==> src/rtl/spm_arb_pkg.sv <==
// Shared definitions for the RISC_SPM memory arbiter: FSM encoding, requester IDs, default lock bound.
package spm_arb_pkg;

  typedef enum logic [1:0] {
    ST_IDLE = 2'd0,
    ST_OWN0 = 2'd1,
    ST_OWN1 = 2'd2
  } arb_state_t;

  localparam logic REQ_CPU      = 1'b0;
  localparam logic REQ_LDR      = 1'b1;
  localparam int   MAX_LOCK_DEF = 4;

  function automatic arb_state_t own_state(input logic id);
    return id ? ST_OWN1 : ST_OWN0;
  endfunction

endpackage

==> src/rtl/spm_mem_arbiter_if.sv <==
// Requester and memory-port signals of the arbiter; slave = arbiter view, master = environment view.
interface spm_mem_arbiter_if #(
  parameter int word_size = 8,
  parameter int addr_size = 8
);

  logic                 req0, req1;
  logic                 lock0, lock1;
  logic                 we0, we1;
  logic [addr_size-1:0] addr0, addr1;
  logic [word_size-1:0] wdata0, wdata1;
  logic                 gnt0, gnt1;
  logic                 rvalid0, rvalid1;
  logic [word_size-1:0] rdata0, rdata1;
  logic                 mem_en, mem_we;
  logic [addr_size-1:0] mem_addr;
  logic [word_size-1:0] mem_wdata;
  logic [word_size-1:0] mem_rdata;

  modport slave (
    input  req0, req1, lock0, lock1, we0, we1, addr0, addr1, wdata0, wdata1, mem_rdata,
    output gnt0, gnt1, rvalid0, rvalid1, rdata0, rdata1, mem_en, mem_we, mem_addr, mem_wdata
  );

  modport master (
    output req0, req1, lock0, lock1, we0, we1, addr0, addr1, wdata0, wdata1, mem_rdata,
    input  gnt0, gnt1, rvalid0, rvalid1, rdata0, rdata1, mem_en, mem_we, mem_addr, mem_wdata
  );

endinterface

==> src/rtl/spm_arb_lock_timer.sv <==
// Saturating count of locked accesses made while the other requester waits.
module spm_arb_lock_timer #(
  parameter int MAX_LOCK = 4
) (
  input  logic clk,
  input  logic rst,
  input  logic i_clr,
  input  logic i_inc,
  output logic o_last,
  output logic o_expired
);

  localparam int CW = $clog2(MAX_LOCK + 1);

  logic [CW-1:0] r_cnt;

  always_ff @(posedge clk or posedge rst) begin
    if (rst)
      r_cnt <= '0;
    else if (i_clr)
      r_cnt <= '0;
    else if (i_inc && !o_expired)
      r_cnt <= r_cnt + 1'b1;
  end

  // o_last: the locked access in flight now is the MAX_LOCK-th one
  assign o_expired = (r_cnt == CW'(MAX_LOCK));
  assign o_last    = (r_cnt >= CW'(MAX_LOCK - 1));

endmodule

==> src/rtl/spm_mem_arbiter.sv <==
// Two-requester arbiter for the 256x8 RISC_SPM memory with bounded locked ownership.
// Define SPM_ARB_ROUND_ROBIN_EN for round-robin; otherwise the CPU has fixed priority.
module spm_mem_arbiter
  import spm_arb_pkg::*;
#(
  parameter int word_size = 8,
  parameter int addr_size = 8,
  parameter int MAX_LOCK  = MAX_LOCK_DEF
) (
  input logic              clk,
  input logic              rst,
  spm_mem_arbiter_if.slave bus
);

  arb_state_t           r_state, w_state_nxt;
  logic                 w_own0, w_own1, w_cur;
  logic                 w_req_n, w_lock_n, w_we_n, w_req_o, w_acc;
  logic                 w_lock_stay, w_win, w_last, w_expired, w_clr, w_inc;
  logic                 r_rd_pend_p1, r_rd_own_p1;
  logic [addr_size-1:0] w_addr;
  logic [word_size-1:0] w_wdata;

  assign w_own0   = (r_state == ST_OWN0);
  assign w_own1   = (r_state == ST_OWN1);
  assign w_cur    = w_own1 ? REQ_LDR : REQ_CPU;
  assign w_req_n  = w_own1 ? bus.req1  : bus.req0;
  assign w_lock_n = w_own1 ? bus.lock1 : bus.lock0;
  assign w_we_n   = w_own1 ? bus.we1   : bus.we0;
  assign w_req_o  = w_own1 ? bus.req0  : bus.req1;
  assign w_acc    = (w_own0 & bus.req0) | (w_own1 & bus.req1);

  assign w_lock_stay = w_req_n & w_lock_n & ~(w_last | w_expired);

`ifdef SPM_ARB_ROUND_ROBIN_EN
  logic r_rr, w_rr_nxt;

  // Preference is taken after this cycle's access so unlocked contenders alternate
  assign w_rr_nxt = r_rr ^ w_acc;
  assign w_win    = w_rr_nxt;

  always_ff @(posedge clk or posedge rst) begin
    if (rst)
      r_rr <= REQ_CPU;
    else
      r_rr <= w_rr_nxt;
  end
`else
  assign w_win = REQ_CPU;
`endif

  always_ff @(posedge clk or posedge rst) begin
    if (rst)
      r_state <= ST_IDLE;
    else
      r_state <= w_state_nxt;
  end

  always_comb begin
    w_state_nxt = r_state;
    case (r_state)
      ST_IDLE: begin
        if (bus.req0 && bus.req1)
          w_state_nxt = own_state(w_win);
        else if (bus.req0)
          w_state_nxt = ST_OWN0;
        else if (bus.req1)
          w_state_nxt = ST_OWN1;
      end
      ST_OWN0, ST_OWN1: begin
        if (w_lock_stay)
          w_state_nxt = r_state;
        else if (w_req_o) begin
          // A locked owner that used up its budget is handed off without arbitration
          if (w_req_n && !w_lock_n)
            w_state_nxt = own_state(w_win);
          else
            w_state_nxt = own_state(~w_cur);
        end else if (!w_req_n)
          w_state_nxt = ST_IDLE;
      end
      default: w_state_nxt = ST_IDLE;
    endcase
  end

  assign w_clr = (r_state == ST_IDLE) | (w_state_nxt != r_state) | ~w_req_o;
  assign w_inc = w_acc & w_lock_n & w_req_o;

  spm_arb_lock_timer #(
    .MAX_LOCK (MAX_LOCK)
  ) u_lock_timer (
    .clk       (clk),
    .rst       (rst),
    .i_clr     (w_clr),
    .i_inc     (w_inc),
    .o_last    (w_last),
    .o_expired (w_expired)
  );

  always_comb begin
    w_addr  = '0;
    w_wdata = '0;
    if (w_own0) begin
      w_addr  = bus.addr0;
      w_wdata = bus.wdata0;
    end else if (w_own1) begin
      w_addr  = bus.addr1;
      w_wdata = bus.wdata1;
    end
  end

  assign bus.mem_en    = w_acc;
  assign bus.mem_we    = w_acc & w_we_n;
  assign bus.mem_addr  = w_addr;
  assign bus.mem_wdata = w_wdata;

  // Stage p0 -> p1: remember who issued the read so the response follows it
  always_ff @(posedge clk or posedge rst) begin
    if (rst) begin
      r_rd_pend_p1 <= 1'b0;
      r_rd_own_p1  <= REQ_CPU;
    end else begin
      r_rd_pend_p1 <= w_acc & ~w_we_n;
      if (w_acc && !w_we_n)
        r_rd_own_p1 <= w_cur;
    end
  end

  assign bus.gnt0    = w_own0;
  assign bus.gnt1    = w_own1;
  assign bus.rvalid0 = r_rd_pend_p1 & (r_rd_own_p1 == REQ_CPU);
  assign bus.rvalid1 = r_rd_pend_p1 & (r_rd_own_p1 == REQ_LDR);
  assign bus.rdata0  = bus.mem_rdata;
  assign bus.rdata1  = bus.mem_rdata;

endmodule

==> src/flat_wrapper.sv <==
// flat-port wrapper written by rule: the top's interface ports become plain ports
module spm_mem_arbiter_flat import spm_arb_pkg::*;
#(
  parameter int word_size = 8,
  parameter int addr_size = 8,
  parameter int MAX_LOCK  = MAX_LOCK_DEF
)
  (clk, rst, bus_req0, bus_req1, bus_lock0, bus_lock1, bus_we0, bus_we1, bus_addr0, bus_addr1, bus_wdata0, bus_wdata1, bus_mem_rdata, bus_gnt0, bus_gnt1, bus_rvalid0, bus_rvalid1, bus_rdata0, bus_rdata1, bus_mem_en, bus_mem_we, bus_mem_addr, bus_mem_wdata);
  spm_mem_arbiter_if #(.word_size(word_size), .addr_size(addr_size)) bus_i ();
  input logic clk;
  input logic rst;
  input wire logic [$bits(bus_i.req0)-1:0] bus_req0;
  input wire logic [$bits(bus_i.req1)-1:0] bus_req1;
  input wire logic [$bits(bus_i.lock0)-1:0] bus_lock0;
  input wire logic [$bits(bus_i.lock1)-1:0] bus_lock1;
  input wire logic [$bits(bus_i.we0)-1:0] bus_we0;
  input wire logic [$bits(bus_i.we1)-1:0] bus_we1;
  input wire logic [$bits(bus_i.addr0)-1:0] bus_addr0;
  input wire logic [$bits(bus_i.addr1)-1:0] bus_addr1;
  input wire logic [$bits(bus_i.wdata0)-1:0] bus_wdata0;
  input wire logic [$bits(bus_i.wdata1)-1:0] bus_wdata1;
  input wire logic [$bits(bus_i.mem_rdata)-1:0] bus_mem_rdata;
  output wire logic [$bits(bus_i.gnt0)-1:0] bus_gnt0;
  output wire logic [$bits(bus_i.gnt1)-1:0] bus_gnt1;
  output wire logic [$bits(bus_i.rvalid0)-1:0] bus_rvalid0;
  output wire logic [$bits(bus_i.rvalid1)-1:0] bus_rvalid1;
  output wire logic [$bits(bus_i.rdata0)-1:0] bus_rdata0;
  output wire logic [$bits(bus_i.rdata1)-1:0] bus_rdata1;
  output wire logic [$bits(bus_i.mem_en)-1:0] bus_mem_en;
  output wire logic [$bits(bus_i.mem_we)-1:0] bus_mem_we;
  output wire logic [$bits(bus_i.mem_addr)-1:0] bus_mem_addr;
  output wire logic [$bits(bus_i.mem_wdata)-1:0] bus_mem_wdata;
  assign bus_i.req0 = bus_req0;
  assign bus_i.req1 = bus_req1;
  assign bus_i.lock0 = bus_lock0;
  assign bus_i.lock1 = bus_lock1;
  assign bus_i.we0 = bus_we0;
  assign bus_i.we1 = bus_we1;
  assign bus_i.addr0 = bus_addr0;
  assign bus_i.addr1 = bus_addr1;
  assign bus_i.wdata0 = bus_wdata0;
  assign bus_i.wdata1 = bus_wdata1;
  assign bus_i.mem_rdata = bus_mem_rdata;
  assign bus_gnt0 = bus_i.gnt0;
  assign bus_gnt1 = bus_i.gnt1;
  assign bus_rvalid0 = bus_i.rvalid0;
  assign bus_rvalid1 = bus_i.rvalid1;
  assign bus_rdata0 = bus_i.rdata0;
  assign bus_rdata1 = bus_i.rdata1;
  assign bus_mem_en = bus_i.mem_en;
  assign bus_mem_we = bus_i.mem_we;
  assign bus_mem_addr = bus_i.mem_addr;
  assign bus_mem_wdata = bus_i.mem_wdata;
  spm_mem_arbiter #(.word_size(word_size), .addr_size(addr_size), .MAX_LOCK(MAX_LOCK)) u_core (.clk(clk), .rst(rst), .bus(bus_i));
endmodule
==> config.mk <==
export PLATFORM = sky130hd
export DESIGN_NAME = spm_mem_arbiter_flat
export DESIGN_NICKNAME = d
export VERILOG_FILES = /design/src/rtl/spm_arb_pkg.sv /design/src/rtl/spm_mem_arbiter_if.sv /design/src/rtl/spm_arb_lock_timer.sv /design/src/rtl/spm_mem_arbiter.sv /design/src/flat_wrapper.sv
export SDC_FILE = /design/constraint.sdc
export NUM_CORES = 1
export LEC_CHECK = 0
export BUFFER_PORTS_ARGS = -buffer_cell sky130_fd_sc_hd__clkbuf_2
export CAP_MARGIN = 5
export CORE_AREA = 2 2 55 57
export CTS_CLUSTER_DIAMETER = 120
export DETAILED_ROUTE_END_ITERATION = 16
export DIE_AREA = 0 0 57 59
export GPL_TIMING_DRIVEN = 1
export HOLD_SLACK_MARGIN = 0.03
export MAX_ROUTING_LAYER = met4
export PLACE_DENSITY = 0.73
export REMOVE_ABC_BUFFERS = 1
export SYNTH_ARGS = -nofsm -noshare
export SYNTH_HDL_FRONTEND = slang
export SYNTH_SLANG_ARGS = --single-unit
==> constraint.sdc <==
create_clock -name clk -period 2.7 [get_ports clk]
set_clock_uncertainty 0.1 [all_clocks]
set_input_delay 0.135 -clock clk [delete_from_list [all_inputs] [get_ports clk]]
set_output_delay 0.135 -clock clk [all_outputs]
set_load 0.02 [all_outputs]
* After elaboration in Yosys (flattened, before gate mapping)
Index checks and enable logic that the tools add are counted.
** Operators by class
- $add $sub $neg :: 1
- $lt $le $gt $ge :: 1
- Equality and inequality tests :: 4
- Muxes and demuxes :: 20
- Bitwise gates (word level) :: 18
- Reduce and logical (&&, ||, !) cells :: 10
** Operators with widths (number)
- two-way mux 8 bit :: 4
- two-way mux 2 bit :: 8
- bitwise AND 1 bit :: 10
- two-way mux 3 bit :: 2
- two-way mux 1 bit :: 5
- logical AND 1 bit :: 4
- inverter 1 bit :: 4
- OR 1 bit :: 4
- case mux 2 bit (2 select lines) :: 1
- adder 3 x 1 -> 3 bit (second input constant) :: 1
- equality test 3 bit (second input constant) :: 1
- >= comparator 3 x 2 -> 1 bit (second input constant) :: 1
- zero test 1 bit :: 3
- equality test 2 x 1 -> 1 bit (second input constant) :: 1
- equality test 2 bit (second input constant) :: 1
- zero test 2 bit :: 1
- inequality test 2 bit :: 1
- nonzero test 2 bit :: 1
- OR reduction 2 bit :: 1
** Storage, ports and cells
- Register bits after elaboration :: 7
- Bits of input ports :: 48
- Output and inout port bits :: 38
- Logic and storage cells :: 58

* Depth between registers and ports, before layout
- Word-level depth :: 12
- Depth in mapped cells :: 8
- Depth with buffers taken out :: 7

* Hierarchy
A second synthesis with hierarchy kept.
** Unflattened totals
- Cell total of the unflattened synthesis :: 123
- Area, all modules :: 1021.0 um^2
** By module, submodules not included
- spm_mem_arbiter :: instances 1, cells each 101, area each 819.5 um^2, seq. area each 100.1 um^2
- spm_arb_lock_timer :: instances 1, cells each 22, area each 201.4 um^2, seq. area each 75.1 um^2

* Worst setup path after synthesis
OpenSTA, ideal clock, no wires.
- Path type :: register to register
- From :: reg u_core.r_state[1]
- To :: reg u_core.u_lock_timer.r_cnt[1]
- Library setup time :: 0.139 ns
- Data arrival time :: 1.922 ns
- Slack :: 0.538 ns
- Stages on the path, launching flop included :: 9
- Path buffers :: 1
- Clock period less this slack :: 2.162 ns
- Path through :: dfrtp_1 -> inv_1 -> ha_1 -> clkbuf_1 -> nand2_1 -> o22a_2 -> a21o_2 -> mux2i_1 -> nor3_1
** RTL lines
- start, declared :: line spm_mem_arbiter.sv:15 : arb_state_t r_state, w_state_nxt;
- start signal, assigned :: line spm_mem_arbiter.sv:55 : r_state <= w_state_nxt;
- equality test 2 x 1 -> 1 bit (*) :: line spm_mem_arbiter.sv:23 : assign w_own0 = (r_state == ST_OWN0);
- named net bus_gnt0 :: line flat_wrapper.sv:23 : output wire logic [$bits(bus_i.gnt0)-1:0] bus_gnt0;
- OR reduction 2 bit / bitwise AND 1 bit (equally long branches) :: line spm_mem_arbiter.sv:60, spm_mem_arbiter.sv:30
- case mux 2 bit (2 select lines) / OR 1 bit (equally long branches) :: line spm_mem_arbiter.sv:60, spm_mem_arbiter.sv:30
- inequality test 2 bit / bitwise AND 1 bit (equally long branches) :: line spm_mem_arbiter.sv:85, spm_mem_arbiter.sv:86
- OR 1 bit / bitwise AND 1 bit (equally long branches) :: line spm_mem_arbiter.sv:85, spm_mem_arbiter.sv:86
- OR 1 bit / logical AND 1 bit (equally long branches) :: line spm_mem_arbiter.sv:85, spm_arb_lock_timer.sv:22
- two-way mux 3 bit / nonzero test 2 bit (equally long branches)
- end signal, assigned :: line spm_arb_lock_timer.sv:23 : r_cnt <= r_cnt + 1'b1;
- end, declared :: line spm_arb_lock_timer.sv:15 : logic [CW-1:0] r_cnt;
The timed path passes the listed nets; every way through them passes the cells marked *.
A chain may end at the register's enable or synchronous reset.

* Worst setup path after layout
- From :: reg u_core.r_state[0]
- To :: out bus_mem_wdata[2]
** Between the ends
- Longest elaborated chain between the ends :: 3
** Ends and longest elaborated chain
- equality test 2 bit :: line spm_mem_arbiter.sv:24 : assign w_own1 = (r_state == ST_OWN1);
- two-way mux 8 bit :: line spm_mem_arbiter.sv:105 : end else if (w_own1) begin
- two-way mux 8 bit (*) :: line spm_mem_arbiter.sv:102 : if (w_own0) begin
- end, declared :: line flat_wrapper.sv:32 : output wire logic [$bits(bus_i.mem_wdata)-1:0] bus_mem_wdata;
Mark *: on every way between the ends. The rest lies on a longest branch, timed or not.

==> impl_results.md <==
* FFs w/ async S/R, synth at 1.00
* Post-synthesis area per instance at 8.16 µm²
* Arrival time at the worst endpoint at 2160 ps
* Cell-by-cell trace of the critical path: inv_1 -> ha_1 -> inv_1 -> nor2_1 -> buf_4 -> a22o_1 -> clkbuf_2
* Status: finished, final reports clean
* Measured slew at the worst slew-check pin at 443 ps
* Total placed instance area at around 1200 µm²
* Part of the cycle the worst path needs at 0.885
* Pin count of the biggest net entering global routing at 16
* Final Core Density at 0.460
* Diode count at 0
* Top flip-flop cell by instance count after synthesis: dfrtp_1
* Sequential fraction of the synthesis area at 0.175
* Clock period minus final worst setup slack at roughly 2400 ps
* Latest clock arrival within the worst-skew pair at ~270 ps
* Area fraction of the dominant cell type after synthesis at 0.175
* Max clock buf depth at 2
* Type of origin of the critical path: register
* Std-Cell Rows at 19
* CP top delay family: buffers and inverters
* Count of buffer and inverter cells on the critical path at 4
* Worst path setup slack after routing at just over 300 ps
* Final hold violation count at 0
* Number of nets still failing antenna checks after routing at 0
* Capturing element type of the critical path: output port
* RePlAce Congestion at 0.874
* First-pass DRT Iterations at 4
* Crit-path slowest cell: dfrtp_1
* Critical Setup Path Class: reg -> out
* Most area-hungry cell type in the Yosys netlist: dfrtp_1
* Die Height at slightly below 60 µm
* Number of global-route vias before repair at 1,019
* DR DRC count at 0
* Clock root buffer master: clkbuf_4
* Leakage at 0.678 nW
* Critical Path Fanout Max at 15
* Post-layout nets at 225
* #FFs+latches synth at 7
* Most frequent cell on the critical path: inv_1
* Critical Path Max Stage Delay at 460 ps
* TritonCTS clock tree: yes
* Max frequency at 0.418 GHz
* Slew Viols, Final at 0
* Mapped Area at 1000 µm²
* Full die area at 3360 µm²
* Worst vdd ir at between 0.0005 and 0.0006 V
* Antenna violations before repair at 0
* Place WS at 471 ps
* # port buffers at 61
* Average vias per placed instance at 5.40
* Yosys warning count at 0
* Cell with the most instances after synthesis: buf_4
* Inserted Clock Buffers at 3
* Layout area overhead at 24.3%
* Post-cts gate resize count at 0
* Violation count after the first detailed-routing iteration at 48
* H-tree levels at 1
* Via total after detailed routing at 1,079
* CTS clock-pin slew for the worst setup and hold paths at 70 ps
* Critical path data required time at 2470 ps
* Sum of net half-perimeters after detailed placement at 2340 µm
* Setup repair after global routing missed its margin: false
* Gate count after technology mapping at 123
* Count of maximum capacitance violations at 0
* Worst min path class: in -> reg
* Core area at approximately 2700 µm²
* Routed length per instance at 14.7 µm
* Area of all placed cells without fillers at 1250 µm²
* Final setup violation count at 0
* Chip Width at roughly 57 µm
* Largest cells by area after synthesis: dfrtp_1 17%, a22o_1 13%, buf_4 12%
* Max_slew headroom at 0.702
* Total length of routed wires at 2940 µm
* Ratio of cells with drive above 1 in the final layout at 0.438
* Global-route wire length before repair at 4660 µm
* Remaining Overflow, GRT at 0
* Number of synthesized flops with an enable pin at 0
* Post-synth cell types at 34
* Effective utilization at floorplan at 0.370
* # clock sinks at 7
* Sum of negative setup slack at 0 ps
* Pwr per Cell Area at 892 nW/µm²
* Overall fraction of global-route tracks in use at 0.181
* Synth top cells by count: 16 x buf_4, 15 x a22o_1, 9 x inv_1, 9 x o21ai_0
* Number of placed I/O pins at 86
[metal layers]
layer | track usage | routed length (µm)
met5 | - | 0
met3 | 0.0633 | 223
met1 | 0.217 | 1160
met4 | 0.0797 | 34
met2 | 0.276 | 1520
[worst register-to-register path, cell delays in order (launching register included)]
cell	delay, ps
dfrtp_1	460
inv_1	150
ha_1	410
nand2_1	170
a221o_1	430
o21ai_0	100
o21ai_0	170
nor3_1	220
[logic make-up (layout without fill, tap and decap cells)]
logic type	Yosys count	after routing	share of synthesized area
AOI/OAI and AO/OA	45	45	0.348
DFF	7	7	0.175
and+or+nand+nor	29	29	0.166
muxes	3	3	0.0299
buffers and inverters	31	77	0.186
adders and majority gates	7	7	0.0873
xor gates and xnor gates	1	1	0.00873
[per-stage QoR]
step / cells / hold slack, ps / total power [mW]
6_report: 200 / 80.0 / 1.11
3_3_place_gp: 195 / -31.8 / 0.977
2_1_floorplan: 101 / -162 / 0.744
4_1_cts: 200 / 79.4 / 1.11
3_5_place_dp: 195 / -21.4 / 0.994
5_1_grt: 200 / 127 / 1.20
[power breakdown]
part,internal (mW),switching [mW]
combinational,0.340,0.501
clock,0.0550,0.0568
sequential,0.126,0.0334
total,0.521,0.591
[state kept, by name (all words and copies together), names as in the netlist]
register                   cells
u_core.r_rd_own_p1             1
u_core.r_rd_pend_p1            1
u_core.r_state                 2
u_core.u_lock_timer.r_cnt      3
[cell usage in the layout, fill, tap and decap left out, drive strengths merged]
cell,n
a21o,1
nor4b,1
and2,2
a2111oi,1
o211a,2
a221o,1
nor4,1
or2b,1
o22a,1
dfrtp,7
a22o,15
and2b,1
dlygate4sd3,1
buf,2
clkbuf,64
ha,7
a21oi,7
nand2b,3
mux2i,3
a211o,1
clkinv,1
a32o,1
xnor2,1
nor2,5
nor2b,3
o21a,1
a311oi,2
o211ai,2
inv,9
nand2,7
a211oi,1
o21ai,9
nor3,5
[final timing paths]
| path | depth (start not counted) | startpoint | endpoint | slack (ps) |
|---|---|---|---|---|
| setup / recovery | 7 | u_core.r_state[0] | bus_mem_wdata[2] | 310 |
| hold / removal | 4 | bus_we1 | u_core.r_rd_own_p1 | 80 |
| setup reg to reg | 7 | u_core.r_state[0] | u_core.u_lock_timer.r_cnt[1] | 410 |
| hold reg to reg | 2 | u_core.r_rd_own_p1 | u_core.r_rd_own_p1 | 490 |
| max in group asynchronous | 3 | rst | u_core.r_state[1] | 2040 |
| min in group asynchronous | 3 | rst | u_core.r_rd_own_p1 | 230 |
[cell type report]
class	instances	area, µm²
Clock buffer	3	22.5
Clock inverter	1	5.00
Fill cell	270	1460
Inverter	9	33.8
Multi-Input combinational cell	85	642
Sequential cell	7	175
Tap cell	31	38.8
Timing Repair Buffer	64	330
[timing repair]
action / 4_1_cts / 5_1_grt
endpoints found under the hold margin: 7 / 0
buffers inserted: 0 / 0
hold buffers: 1 / 0
No activity file was read; power rests on OpenSTA's default activity.
